$ cat src/rtl/snoop_agent.sv
// Cache-side snoop protocol agent: publishes written blocks, resolves misses via the peer, serves peer probes, applies broadcasts.
// Optional miss timeout enabled by defining SNOOP_AGENT_TIMEOUT_EN.
module snoop_agent #(
  parameter int unsigned TIMEOUT_CYCLES = 64
) (
  input  logic         CLK,
  input  logic         RESET,
  input  logic         CACHE_WB_REQ,
  input  logic [27:0]  CACHE_WB_ADDR,
  input  logic [127:0] CACHE_WB_DATA,
  output logic         CACHE_WB_DONE,
  input  logic         CACHE_MISS_REQ,
  input  logic [27:0]  CACHE_MISS_ADDR,
  output logic         CACHE_FILL_VALID,
  output logic         CACHE_FILL_HIT,
  output logic [127:0] CACHE_FILL_DATA,
  output logic         LOOKUP_EN,
  output logic [27:0]  LOOKUP_ADDR,
  input  logic         LOOKUP_HIT,
  input  logic [127:0] LOOKUP_DATA,
  output logic         SNOOP_UPDATE_EN,
  output logic [27:0]  SNOOP_UPDATE_ADDR,
  output logic [127:0] SNOOP_UPDATE_DATA,
  output logic [27:0]  OUT_ADDR_BUS,
  output logic [127:0] OUT_DATA_BUS,
  output logic         OUT_NEW_DATA_INTERUPT,
  output logic         OUT_REQUEST_DATA_INTERUPT,
  output logic         OUT_DATA_AVAILABLE,
  output logic         OUT_DATA_NOT_AVAILABLE,
  input  logic [27:0]  IN_BROADCAST_ADDR,
  input  logic [127:0] IN_BROADCAST_DATA,
  input  logic         IN_BROADCAST_INTERRUPT,
  input  logic         IN_PEER_REQUEST,
  input  logic         IN_DATA_FOUND,
  input  logic         IN_DATA_NOT_FOUND
);

  typedef enum logic [2:0] {S_IDLE, S_PUBLISH, S_MISS_WAIT, S_SERVE, S_FILL} state_t;

  state_t         r_state, w_next_state;
  logic           r_serve_ret;
  logic [27:0]    r_last_pub;
  logic           r_last_pub_vld;
  logic           w_cache_ok, w_timeout, w_verdict;

  logic           w_wb_done, w_fill_valid, w_fill_hit, w_lookup_en;
  logic [127:0]   w_fill_data, w_out_data;
  logic [27:0]    w_lookup_addr, w_out_addr;
  logic           w_new_data, w_req, w_avail, w_navail;

  // A held cache request is not re-sampled in the cycle its done/valid strobe is up.
  assign w_cache_ok = !CACHE_WB_DONE && !CACHE_FILL_VALID;
  assign w_verdict  = IN_DATA_FOUND || IN_DATA_NOT_FOUND || w_timeout;

`ifdef SNOOP_AGENT_TIMEOUT_EN
  localparam int unsigned CW = $clog2(TIMEOUT_CYCLES) + 1;
  logic [CW-1:0] r_to_cnt;

  assign w_timeout = (r_to_cnt == CW'(TIMEOUT_CYCLES - 1));

  // Holds its value across a SERVE detour so the wait resumes where it paused.
  always_ff @(posedge CLK or posedge RESET) begin
    if (RESET)                        r_to_cnt <= '0;
    else if (r_state == S_MISS_WAIT)  r_to_cnt <= r_to_cnt + 1'b1;
    else if (r_state != S_SERVE)      r_to_cnt <= '0;
  end
`else
  logic w_unused_timeout;
  assign w_timeout        = 1'b0;
  assign w_unused_timeout = (TIMEOUT_CYCLES != 0);
`endif

  always_ff @(posedge CLK or posedge RESET) begin
    if (RESET) begin
      r_state                   <= S_IDLE;
      r_serve_ret               <= 1'b0;
      CACHE_WB_DONE             <= 1'b0;
      CACHE_FILL_VALID          <= 1'b0;
      CACHE_FILL_HIT            <= 1'b0;
      CACHE_FILL_DATA           <= '0;
      LOOKUP_EN                 <= 1'b0;
      LOOKUP_ADDR               <= '0;
      OUT_ADDR_BUS              <= '0;
      OUT_DATA_BUS              <= '0;
      OUT_NEW_DATA_INTERUPT     <= 1'b0;
      OUT_REQUEST_DATA_INTERUPT <= 1'b0;
      OUT_DATA_AVAILABLE        <= 1'b0;
      OUT_DATA_NOT_AVAILABLE    <= 1'b0;
    end else begin
      r_state                   <= w_next_state;
      if (w_next_state == S_SERVE) r_serve_ret <= (r_state == S_MISS_WAIT);
      CACHE_WB_DONE             <= w_wb_done;
      CACHE_FILL_VALID          <= w_fill_valid;
      CACHE_FILL_HIT            <= w_fill_hit;
      CACHE_FILL_DATA           <= w_fill_data;
      LOOKUP_EN                 <= w_lookup_en;
      LOOKUP_ADDR               <= w_lookup_addr;
      OUT_ADDR_BUS              <= w_out_addr;
      OUT_DATA_BUS              <= w_out_data;
      OUT_NEW_DATA_INTERUPT     <= w_new_data;
      OUT_REQUEST_DATA_INTERUPT <= w_req;
      OUT_DATA_AVAILABLE        <= w_avail;
      OUT_DATA_NOT_AVAILABLE    <= w_navail;
    end
  end

  always_comb begin
    w_next_state = r_state;
    case (r_state)
      S_IDLE: begin
        if (IN_PEER_REQUEST)                   w_next_state = S_SERVE;
        else if (w_cache_ok && CACHE_WB_REQ)   w_next_state = S_PUBLISH;
        else if (w_cache_ok && CACHE_MISS_REQ) w_next_state = S_MISS_WAIT;
      end
      S_PUBLISH:   w_next_state = S_IDLE;
      S_MISS_WAIT: begin
        if (w_verdict)            w_next_state = S_FILL;
        else if (IN_PEER_REQUEST) w_next_state = S_SERVE;
      end
      S_SERVE:     w_next_state = r_serve_ret ? S_MISS_WAIT : S_IDLE;
      S_FILL:      w_next_state = S_IDLE;
      default:     w_next_state = S_IDLE;
    endcase
  end

  // Next values of the registered outputs; strobes default low, buses hold.
  always_comb begin
    w_wb_done     = 1'b0;
    w_fill_valid  = 1'b0;
    w_fill_hit    = CACHE_FILL_HIT;
    w_fill_data   = CACHE_FILL_DATA;
    w_lookup_en   = 1'b0;
    w_lookup_addr = LOOKUP_ADDR;
    w_out_addr    = OUT_ADDR_BUS;
    w_out_data    = OUT_DATA_BUS;
    w_new_data    = 1'b0;
    w_req         = OUT_REQUEST_DATA_INTERUPT;
    w_avail       = 1'b0;
    w_navail      = 1'b0;
    case (r_state)
      S_IDLE: begin
        if (IN_PEER_REQUEST) begin
          w_lookup_en   = 1'b1;
          w_lookup_addr = IN_BROADCAST_ADDR;
        end else if (w_cache_ok && CACHE_WB_REQ) begin
          w_out_addr = CACHE_WB_ADDR;
          w_out_data = CACHE_WB_DATA;
          w_new_data = 1'b1;
        end else if (w_cache_ok && CACHE_MISS_REQ) begin
          w_out_addr = CACHE_MISS_ADDR;
          w_req      = 1'b1;
        end
      end
      S_PUBLISH: w_wb_done = 1'b1;
      S_MISS_WAIT: begin
        if (w_verdict) begin
          w_req        = 1'b0;
          w_fill_valid = 1'b1;
          w_fill_hit   = IN_DATA_FOUND;
          w_fill_data  = IN_DATA_FOUND ? IN_BROADCAST_DATA : '0;
        end else if (IN_PEER_REQUEST) begin
          w_lookup_en   = 1'b1;
          w_lookup_addr = IN_BROADCAST_ADDR;
        end
      end
      S_SERVE: begin
        if (LOOKUP_HIT) begin
          w_avail    = 1'b1;
          w_out_data = LOOKUP_DATA;
        end else begin
          w_navail   = 1'b1;
        end
      end
      default: ;
    endcase
  end

  // Broadcast path runs beside the FSM; a broadcast of our last publish is our own echo.
  always_ff @(posedge CLK or posedge RESET) begin
    if (RESET) begin
      SNOOP_UPDATE_EN   <= 1'b0;
      SNOOP_UPDATE_ADDR <= '0;
      SNOOP_UPDATE_DATA <= '0;
      r_last_pub        <= '0;
      r_last_pub_vld    <= 1'b0;
    end else begin
      SNOOP_UPDATE_EN <= 1'b0;
      if (IN_BROADCAST_INTERRUPT) begin
        if (r_last_pub_vld && (IN_BROADCAST_ADDR == r_last_pub)) begin
          r_last_pub_vld <= 1'b0;
        end else begin
          SNOOP_UPDATE_EN   <= 1'b1;
          SNOOP_UPDATE_ADDR <= IN_BROADCAST_ADDR;
          SNOOP_UPDATE_DATA <= IN_BROADCAST_DATA;
        end
      end
      if (r_state == S_PUBLISH) begin
        r_last_pub     <= OUT_ADDR_BUS;
        r_last_pub_vld <= 1'b1;
      end
    end
  end

endmodule

$ cat config.mk
export PLATFORM = sky130hd
export DESIGN_NAME = snoop_agent
export DESIGN_NICKNAME = d
export VERILOG_FILES = /design/src/rtl/snoop_agent.sv
export SDC_FILE = /design/constraint.sdc
export NUM_CORES = 1
export LEC_CHECK = 0
export CAP_MARGIN = 15
export CORE_AREA = 2 2 368 370
export DETAILED_ROUTE_END_ITERATION = 8
export DIE_AREA = 0 0 370 372
export HOLD_SLACK_MARGIN = 0.15
export PLACE_DENSITY = 0.47
export SYNTH_ARGS = -nofsm -noshare
export SYNTH_HDL_FRONTEND = slang
export SYNTH_SLANG_ARGS = --single-unit
$ cat constraint.sdc
create_clock -name CLK -period 17.25 [get_ports CLK]
set_clock_uncertainty 0.15 [all_clocks]
set_input_delay 2.5875 -clock CLK [delete_from_list [all_inputs] [get_ports CLK]]
set_output_delay 2.5875 -clock CLK [all_outputs]
set_load 0.02 [all_outputs]
### After elaboration in Yosys (flattened, before gate mapping)

Cells that the tools add are included.
Widths: inputs -> output; s select.

| storage, ports and cells | value |
|---|---|
| bits in registers | 510 |
| bits in latches | 0 |
| bits in writable memories | 0 |
| memory bits (read-only) | 0 |
| bits of input ports | 477 |
| logic and storage cells | 93 |
| memories | 0 |

| operators by class | value |
|---|---|
| add/sub/neg operators | 0 |
| multipliers | 0 |
| div/mod/pow operators | 0 |
| magnitude comparators | 0 |
| equal/unequal tests | 12 |
| shifts and indexed selects | 0 |
| mux-type cells | 40 |
| bitwise operators | 2 |
| reduce and logical (&&, ||, !) cells | 20 |

Operator list:

| kind | number |
|---|---|
| $mux 128 | 4 |
| $pmux 128 s2 | 1 |
| $mux 28 | 4 |
| $pmux 28 s2 | 1 |
| $eq 28x28->1 | 1 |
| $mux 1 | 21 |
| $mux 3 | 5 |
| $ne 2x2->1 const B | 7 |
| $reduce_bool 2->1 | 5 |
| $eq 3x2->1 const B | 3 |
| $pmux 3 s3 | 1 |
| $reduce_and 2->1 | 4 |
| $reduce_and 5->1 | 1 |
| $logic_and 1x1->1 | 4 |
| $pmux 1 s2 | 2 |
| $reduce_and 4->1 | 1 |
| $eq 3x1->1 const B | 1 |
| $logic_not 3->1 | 1 |
| $reduce_and 3->1 | 1 |
| $logic_not 1->1 | 2 |
| $mux 2 | 1 |
| $not 1->1 | 2 |
| $logic_or 1x1->1 | 1 |

### Depth between registers and ports, before layout

| depth | value |
|---|---|
| word-level depth | 8 |
| gate-level depth with buffers | 7 |
| gate-level depth less buffers | 6 |

### Worst setup path before layout

No wires, ideal clock.

| timing path | value |
|---|---|
| path type | input to register |
| start point | input port IN_BROADCAST_ADDR[22] |
| end point | register SNOOP_UPDATE_ADDR[27] |
| setup time | 0.128 ns |
| data arrival time | 4.124 ns |
| required time | 16.972 ns |
| path slack | 12.848 ns |
| cell stages on the path | 7 |
| buffers on the path | 2 |
| path through | xor2_1 > nor4_1 > nand4_1 > o21ai_2 > buf_4 > buf_6 > mux2_1 |

| on the way | value |
|---|---|
| longest elaborated chain between the ends | 4 |

Ends and longest elaborated chain:

| what | RTL line | RTL |
|---|---|---|
| from (decl) | 30 | `input logic [27:0] IN_BROADCAST_ADDR,` |
| $eq 28x28->1 | 189 | `if (r_last_pub_vld && (IN_BROADCAST_ADDR == r_last_pub)) begin` |
| $logic_and 1x1->1 | 189 |  |
| $not 1->1 (no source line) | -- |  |
| $reduce_and 2->1 (no source line) | -- |  |
| to (signal assigned) | 182 | `SNOOP_UPDATE_ADDR <= '0;` |
| to (signal assigned) | 193 | `SNOOP_UPDATE_ADDR <= IN_BROADCAST_ADDR;` |
| to (decl) | 22 | `output logic [27:0] SNOOP_UPDATE_ADDR,` |

No other way between the ends.
A chain may end at the register's enable or synchronous reset.

### Worst setup path in the final report

| timing path | value |
|---|---|
| start point | input port LOOKUP_HIT |
| end point | register OUT_DATA_BUS[69] |

| on the way | value |
|---|---|
| longest elaborated chain between the ends | 2 |

Ends and longest elaborated chain:

| what | RTL line | RTL |
|---|---|---|
| from (decl) | 19 | `input logic LOOKUP_HIT,` |
| $ne 2x2->1 (no source line) | -- |  |
| $reduce_and 4->1 (no source line) | -- |  |
| to (signal assigned) | 99 | `OUT_DATA_BUS <= w_out_data;` |
| to (decl) | 25 | `output logic [127:0] OUT_DATA_BUS,` |

No other way between the ends.

==> metrics <==
Required @ worst endpoint 17650 ps; mux cell area share after synthesis roughly 18%; complex-gate fraction of the synthesized area 9.81%; final setup margin ~11000 ps; Gate Count Post-Synth ~1600; Num CTS Buffers 69; YS warnings 0; starting density of the core 15.0%; Worst EP arrival between 6000 and 7000 ps; largest family of logic cells by synthesized area multiplexers; clock buffer depth 3; synth-to-layout area growth 68.4%; row cnt 135; Post-Syn Area 20200 um^2; Yosys cell types 34; EDFF count, synth 0; # resized after CTS 0; core area 134000 um^2; Setup TNS Final 0 ps; Slew Limit Headroom 19.8%; Hold Crit Class reg -> reg; cells along the critical path clkdlybuf4s50_1 > inv_1 > nor2_1 > a2bb2oi_4 > buf_4 > buf_4 > buf_4 > nor2_1 > a21oi_1; drt first pass iters 5; number of setup violations in the final report 0; Vias/cell 3.71; VDD IR max 85.4 uV; Post-Synth Simple-Gate Area 5.33%; Total GRT Usage roughly 13%; startpoint types input pin; port bufs 953; antenna violations before repair 17; Synth area leader dfrtp_1; Hold Buf Count CTS 0; RSZ-0062 raised after global routing no; Final Max Slew Viols 0; pre-CTS setup slack ~10000 ps; synth top area cells dfrtp_1 63%, mux2i_1 7.7%, a22o_1 5.5%; CTS tree yes; syn_area_per_cell 13.0 um^2; most frequent CP cell buf_4; grt total ovfl 0; fin nets 2974; status finished clean; Root Driver clkbuf_16; layout cells sized above 1 under 10%; clock latency on the worst-skew pair 640 ps; post-synthesis xor/xnor area fraction 1.21%; dpl hpwl 71000 um; DR vias 16100; largest net degree at the start of global routing 129; Static Leak ~14 nW; DRC violations left 0; Worst-path clk slew 60 ps; top cell type's share of synthesized area between 60 and 70%; Synth Flop Type dfrtp_1; highest clock rate about 170 MHz; P per Cell Area 170 nW/um^2; Post-Synth Adder-Cell Area 0%; worst slew pin tran around 1200 ps; Tcrit/Tclk final 34.4%; Placed Cells 4207; # H-tree levels 3; Fin Hold WS ~320 ps; DRT iter0 DRCs 712; die height approximately 370 um; non-filler instance count after layout 4328; Setup CP Type in -> reg; Post-Syn Nets around 2000; first-pass GRT wire length 127000 um; asr flop ratio synth 100%; fin crit period 5940 ps; final hold vios 0; final WL 92900 um; IO Pins 954; number of global-route vias before repair 16700; Setup Buffers After CTS 0; slowest stage delay, CP 890 ps; Seq/Total Area, Yosys 63.2%; WL/cell 21.5 um; GPL Wtd Cong roughly 0.82; DIE AREA roughly 140000 um^2; Worst Setup End Kind flip-flop; Antenna Nets Post-Route 0; Max-Cap Viols 0; Die Width 370 um; crit-path max FO around 110; Clock Sinks 510; Slowest-stage cell, CP buf_4; synthesized flop and latch total between 500 and 600
[kinds of logic after synthesis]
logic type	after synthesis
buf+inv	112
compound gates	295
simple gates	271
flops	510
xor+xnor	28
mux	340
[layout by cell type (no fill, tap or decap), types with 2 or more instances in the layout]
cell type	instances
xor2_1	28
clkbuf_8	16
nand4_1	2
nand2_1	86
a31oi_1	3
clkinvlp_4	3
buf_4	20
a21oi_1	157
nor2_1	164
a22o_1	128
mux2_2	95
diode_2	5
clkbuf_16	70
nor4_1	7
clkinv_4	2
clkbuf_1	11
clkinv_2	5
and3_1	2
dfrtp_1	510
mux2i_1	156
bufinv_16	3
clkinv_8	4
clkdlybuf4s50_1	953
inv_1	5
mux2_1	89
buf_12	2
a21o_1	2
[critical path, delay by kind of cell]
kind | cells | cell delay [ps]
simple gates | 2 | 510
compound gates | 2 | 340
buf+inv | 5 | 2720
[flip-flops by register name (all words and copies together) (netlist names)]
signal,cells
r_last_pub,28
CACHE_FILL_VALID,1
OUT_DATA_AVAILABLE,1
r_last_pub_vld,1
LOOKUP_EN,1
CACHE_FILL_DATA,128
OUT_NEW_DATA_INTERUPT,1
r_serve_ret,1
CACHE_WB_DONE,1
r_state,3
OUT_DATA_NOT_AVAILABLE,1
OUT_ADDR_BUS,28
CACHE_FILL_HIT,1
OUT_DATA_BUS,128
SNOOP_UPDATE_EN,1
LOOKUP_ADDR,28
OUT_REQUEST_DATA_INTERUPT,1
SNOOP_UPDATE_ADDR,28
SNOOP_UPDATE_DATA,128
[power breakdown]
part	switching, mW	internal (mW)
registers	0.262	1.62
logic	1.34	1.13
clock network	0.581	0.861
[synthesized netlist by cell type, drive strengths merged, types with 3 or more instances]
master    n
a31oi     3
a22o    128
mux2    184
nor4      7
and3      3
xor2     28
mux2i   156
buf      45
nor2    164
dfrtp   510
inv       7
a21oi   157
clkbuf   60
nand2    86
[area by class of cell]
class,instances,area [um^2]
Antenna cell,5,12.5
Clock buffer,97,2010
Clock inverter,19,259
Fill cell,14200,100000
Inverter,7,33.8
Multi-Input combinational cell,934,6980
Sequential cell,510,12800
Tap cell,1781,2230
Timing Repair Buffer,975,9730
[worst paths after layout]
path	startpoint	endpoint	slack (ps)	cells past startpoint
max in group asynchronous	RESET	OUT_ADDR_BUS[26]$_DFFE_PP0P_	12400	4
worst min-delay path	LOOKUP_ADDR[16]$_DFFE_PP0P_	LOOKUP_ADDR[16]$_DFFE_PP0P_	320	2
worst min register to register	LOOKUP_ADDR[16]$_DFFE_PP0P_	LOOKUP_ADDR[16]$_DFFE_PP0P_	320	2
worst max-delay path	LOOKUP_HIT	OUT_DATA_BUS[69]$_DFFE_PP0P_	11310	9
worst max register to register	r_state[2]$_DFF_PP0_	OUT_DATA_BUS[69]$_DFFE_PP0P_	12870	8
min in group asynchronous	RESET	CACHE_FILL_DATA[78]$_DFFE_PP0P_	2290	2
[layer usage]
layer	wire [um]	vias to the layer above	global-route usage [%]	part of all wire, %
met4	2660	4	4.31	2.9
met3	7860	126	4.72	8.5
li1	-	7381	-	-
met1	35200	7944	14.5	38
met5	31	-	0	0.033
met2	47100	614	22.6	51
[per-stage QoR]
stage	power, mW	instance area (um^2)	utilization [%]
global route	6.13	34000	25.3
global placement	4.40	31700	23.6
detailed placement	4.42	31700	23.6
finish	5.79	34000	25.3
CTS	5.92	34000	25.3
floorplan	3.10	20200	-
Note: power is estimated with default switching activity, not from simulation.
